==> src/rtl/rgbw_frame_scheduler.sv <==
// Shadow-buffered RGBW frame scheduler: commits received frames only at PWM period boundaries
// and fades intensity to zero when the SPI host stops sending frames.
module rgbw_frame_scheduler #(
  parameter int unsigned TIMEOUT_TICKS = 1000,
  parameter int unsigned FADE_STEP     = 1
) (
  input  logic        clk,
  input  logic        reset,
  input  logic        frame_valid,
  input  logic [7:0]  lint_in,
  input  logic [7:0]  color_idx_in,
  input  logic [7:0]  red_in,
  input  logic [7:0]  green_in,
  input  logic [7:0]  blue_in,
  input  logic [7:0]  white_in,
  input  logic [7:0]  mode_in,
  input  logic        pwm_sof,
  input  logic        tick,
  input  logic        ovr_clr,
  output logic [7:0]  lint_out,
  output logic [7:0]  color_idx_out,
  output logic [15:0] red_out,
  output logic [15:0] green_out,
  output logic [15:0] blue_out,
  output logic [15:0] white_out,
  output logic [7:0]  mode_out,
  output logic        applied,
  output logic        pending,
  output logic        overrun,
  output logic        timeout
);

  localparam logic [15:0] TO_CNT = 16'(TIMEOUT_TICKS);
  localparam logic [7:0]  STEP   = 8'(FADE_STEP);

  typedef enum logic [1:0] {RUN, FADE, DARK} state_t;

  state_t      state;
  logic [7:0]  lint_sh, idx_sh, red_sh, green_sh, blue_sh, white_sh, mode_sh;
  logic [15:0] wd_cnt;
  logic        fade_due;

  logic        commit;
  logic        fade_commit;
  logic        ovr_event;
  logic [8:0]  lint_diff;
  logic [7:0]  lint_dec;
  logic [15:0] wd_inc;

  // A pending commit always beats a fade step; a new frame cancels the fade outright.
  assign commit      = pwm_sof & pending;
  assign fade_commit = (state == FADE) & pwm_sof & fade_due & ~frame_valid & ~commit;
  assign ovr_event   = frame_valid & pending & ~commit;
  assign lint_diff   = {1'b0, lint_out} - {1'b0, STEP};
  assign lint_dec    = lint_diff[8] ? 8'h00 : lint_diff[7:0];
  assign wd_inc      = (wd_cnt == 16'hFFFF) ? wd_cnt : wd_cnt + 16'd1;

  always_ff @(posedge clk or negedge reset) begin
    if (!reset) begin
      state         <= RUN;
      lint_sh       <= '0;
      idx_sh        <= '0;
      red_sh        <= '0;
      green_sh      <= '0;
      blue_sh       <= '0;
      white_sh      <= '0;
      mode_sh       <= '0;
      wd_cnt        <= '0;
      fade_due      <= 1'b0;
      lint_out      <= '0;
      color_idx_out <= '0;
      red_out       <= '0;
      green_out     <= '0;
      blue_out      <= '0;
      white_out     <= '0;
      mode_out      <= '0;
      applied       <= 1'b0;
      pending       <= 1'b0;
      overrun       <= 1'b0;
      timeout       <= 1'b0;
    end else begin
      applied <= commit | fade_commit;

      if (frame_valid) begin
        lint_sh  <= lint_in;
        idx_sh   <= color_idx_in;
        red_sh   <= red_in;
        green_sh <= green_in;
        blue_sh  <= blue_in;
        white_sh <= white_in;
        mode_sh  <= mode_in;
      end

      if (frame_valid)  pending <= 1'b1;
      else if (commit)  pending <= 1'b0;

      if (ovr_event)    overrun <= 1'b1;
      else if (ovr_clr) overrun <= 1'b0;

      if (commit) begin
        lint_out      <= lint_sh;
        color_idx_out <= idx_sh;
        red_out       <= {red_sh, 8'h00};
        green_out     <= {green_sh, 8'h00};
        blue_out      <= {blue_sh, 8'h00};
        white_out     <= {white_sh, 8'h00};
        mode_out      <= mode_sh;
      end else if (fade_commit) begin
        lint_out <= lint_dec;
      end

      case (state)
        RUN: begin
          if (frame_valid) begin
            wd_cnt <= '0;
          end else if (tick) begin
            wd_cnt <= wd_inc;
            if ((TO_CNT != 16'd0) && (wd_inc >= TO_CNT)) begin
              state   <= FADE;
              timeout <= 1'b1;
            end
          end
        end
        default: begin
          if (frame_valid || commit) begin
            state    <= RUN;
            timeout  <= 1'b0;
            wd_cnt   <= '0;
            fade_due <= 1'b0;
          end else if (state == FADE) begin
            if (fade_commit) fade_due <= 1'b0;
            if (tick)        fade_due <= 1'b1;
            if ((fade_commit ? lint_dec : lint_out) == 8'h00) state <= DARK;
          end
        end
      endcase
    end
  end

endmodule

==> config.mk <==
export PLATFORM = sky130hd
export DESIGN_NAME = rgbw_frame_scheduler
export DESIGN_NICKNAME = d
export VERILOG_FILES = /design/src/rtl/rgbw_frame_scheduler.sv
export SDC_FILE = /design/constraint.sdc
export NUM_CORES = 1
export LEC_CHECK = 0
export CAP_MARGIN = 10
export CORE_MARGIN = 2
export CORE_UTILIZATION = 50
export CTS_BUF_LIST = sky130_fd_sc_hd__clkbuf_8
export DETAILED_ROUTE_END_ITERATION = 7
export GPL_TIMING_DRIVEN = 0
export PLACE_DENSITY = 0.78
export SLEW_MARGIN = 20
export SYNTH_ARGS = -nofsm -noshare
export SYNTH_HDL_FRONTEND = slang
export SYNTH_SLANG_ARGS = --single-unit
==> constraint.sdc <==
create_clock -name clk -period 2.8 [get_ports clk]
set_clock_uncertainty 0.2 [all_clocks]
set_input_delay 0.7 -clock clk [delete_from_list [all_inputs] [get_ports clk]]
set_output_delay 0.7 -clock clk [all_outputs]
set_load 0.005 [all_outputs]
==> metrics.md, run 1 <==
| Metric | Value |
|---|---|
| DP Area | 7620 um2 |
| Nets | 734 |
| Worst Path Arrival | between 2 and 3 ns |
| Hold_ws | -0.00874 ns |
| Post-Route WL | approximately 14 mm |
| CP Depth | 5 |
| Post-DP HPWL | around 10 mm |
| Final hold violation count | 3 |
| YS warnings | 0 |
| Remaining DRCs | 0 |
| Via count | 4464 |
| Worst path max stage delay | 0.56 ns |
| Worst slew pin tran | between 0.7 and 0.8 ns |
| Worst R2R Setup Slack | 0.19 ns |
| Crit path top cell by count | clkbuf_1 |
| Slew HR | 0.489 |
| CTS sink count | approximately 140 |
| Ys async rst share | 1.00 |
| Tcrit/Tclk final | 0.938 |
| Slew Viols, Final | 0 |
| H-tree depth | 4 |
| Largest Register | wd_cnt |
| Hold-fix buffers at CTS | 0 |
| Crit path cell chain | clkdlybuf4s50_1, and2_1, clkbuf_1, clkbuf_1, mux2_2 |
| Post-synth EDFFs | 0 |
| Wire length per cell | around 16 um |
| CP required | 2.92 ns |
| Setup violations, final | 0 |
| # diodes | 0 |
| CTS Buf Count | 17 |
| Root Buffer | clkbuf_8 |
| Synthesized flop and latch total | 135 |
| Synthesized instance count | 499 |
| Violated checks | hold timing |
| Initial antenna violation count | 0 |
| Post-synth top area cell | dfrtp_1 |
| GRT Util Overall | 0.219 |
| Critical Path End Type | flip-flop |
| Critical R2R Launch | lint_out[2] |
| Synth unique cells | 59 |
| Commonest cells post-synth | dfrtp_1, mux2_2, buf_4 |
| Core Rows | 40 |
| VDD IR max | 0.426 mV |
| Cell family with most CP delay | buffers and inverters |
| GP Congestion | 0.954 |
| Port buffer count | 120 |
| Die height | 114 um |
| Worst-path fanout max | 10 |
| Critical path startpoint | pwm_sof |
| Final Cell Area | 8030 um2 |
| Max-cap violations | 0 |
| CP Class | input pin to flip-flop |
| RSZ-0062 raised after global routing | false |
| Core ar. | 12000 um2 |
| Worst reg2reg path endpoint | state[0] |
| CTS tree | done |
| Synth Cell Area | 6090 um2 |
| Ranking of synthesized cells by area | dfrtp_1, mux2_2, buf_4 |
| CTS max path bufs | 2 |
| Detailed Routing Iterations Pass 1 | 5 |
| Vias in the first global route | 4399 |
| CP Launch Type | input pin |
| Crit path capture | blue_out[12] |
| Max reg flops | 16 |
| Slowest cell on the critical path | clkdlybuf4s50_1 |
| Largest net degree at the start of global routing | 69 |
| Die W | 114 um |
| Clk slew on worst S/H paths | 0.08 ns |
| First-pass GRT wire length | about 22 mm |
| Post-route antenna net violation count | 0 |
| Share of cells above drive strength 1 | 0.274 |
| Gates resized, CTS repair | 0 |
| Most frequent cell after synthesis | dfrtp_1 |
| Yosys top cell area share | 0.555 |
| Worst skew pair latency | 0.44 ns |
| I/O Pins | 154 |
| Critical path buffers and inverters | 3 |
| Seq/Total Area, Yosys | 0.555 |
| DR iter-0 viols | about 210 |
| Status | complete, but fails checks |
| Synth Area per Inst | ~12 um2 |
| Power Dens Cells | between 600 and 700 nW/um2 |
| Die area | 13100 um2 |
| Via density | 5.38 |
| Min cycle time layout | 2.63 ns |
| Fmax | 381 MHz |
| GRT overflow | 0 |
| Main synth FF type | dfrtp_1 |
| Leak pwr | 3.41 nW |
| Area Growth Syn to Fin | 31.8% |
| Final Util | 0.671 |
| Starting Density | 0.509 |
| # Post-CTS Setup Buffers | 0 |
| Hold Path Class | input pin to async pin |
| Worst Reg-to-Reg Cells | 6 |
==> area by class of cell <==
class	count	area [um2]
sequential	135	3380
tap	147	184
inverter	10	37.5
multi-input combinational	327	2450
clock buffer	19	262
timing repair buffer	121	1230
fill	934	3930
clock inverter	13	130
buffer	58	350
==> power by group <==
part           internal (mW)  switching, mW  total, mW
Clock                  0.830          0.750       1.58
Sequential              2.20          0.154       2.35
Combinational          0.604          0.330      0.934
==> metal layers <==
metal / vias to the layer above / track usage / wire length [um]
met5: - / 0 / 0
met4: 0 / 0.0748 / 173
met3: 17 / 0.0863 / 1250
met2: 170 / 0.349 / 6590
met1: 2202 / 0.274 / 5610
li1: 2075 / - / -
==> through the flow <==
step                      setup WS, ns  TNS, ns  power [mW]  hold WS [ns]  cells
after floorplan                  0.273        0        2.75         0.204    530
after global placement           -4.27  -585.91        3.28         0.280    797
after detailed placement        -0.384   -12.30        3.32         0.289    798
after CTS                       0.0899        0        4.91       0.00411    830
after global routing            0.0289        0        5.09        0.0213    830
final                            0.175        0        4.86      -0.00874    830
==> kinds of logic (layout without fill, tap and decap cells) <==
logic type / after synthesis / count (layout) / synth area share
AOI/OAI and AO/OA: 80 / 80 / 0.0820
and+or+nand+nor: 101 / 101 / 0.0906
other: 1 / 32 / 0.000616
muxes: 108 / 108 / 0.199
DFF: 135 / 135 / 0.555
xor gates and xnor gates: 4 / 4 / 0.00575
adders and majority gates: 2 / 2 / 0.00411
buffers and inverters: 68 / 221 / 0.0635
==> worst min-delay path by stage <==
stage          depth (start not counted)           to  slack, ns  startpoint
2_1_floorplan                          0      applied       0.20       reset
3_5_place_dp                           1      overrun       0.29     overrun
6_report                               1  lint_out[1]     -0.009       reset
5_1_grt                                1  lint_out[1]       0.02       reset
3_3_place_gp                           1  lint_out[4]       0.28  lint_sh[4]
4_1_cts                                1  lint_out[1]      0.004       reset
==> placed cells by master, fill, tap and decap left out, types with 3 or more instances in the layout <==
cell type	synthesis	routed
a31oi_1	8	8
clkinvlp_4	0	5
buf_4	33	33
o21ai_0	26	26
nand2_1	18	18
mux2_2	104	104
nor2_1	24	24
clkbuf_8	0	19
mux2i_1	4	4
nor3_1	8	8
a21oi_1	20	20
xnor2_1	3	3
or3_1	4	4
clkdlybuf4s50_1	0	119
dfrtp_1	135	135
o31ai_1	5	5
nand4_1	3	3
nand3_1	7	7
clkbuf_1	17	17
conb_1	1	32
inv_1	10	11
buf_2	6	6
nor4_1	8	8
and2_1	3	3
or2_2	3	3
and3_1	5	5
clkinv_2	0	4
Power figures use the tool's default switching activity.
==> run 2: changes to the inputs <==
Settings changed: CAP_MARGIN 10 to 20.
==> results of run 2 <==
Final layout, timing and power as in run 1 (identical DEF).
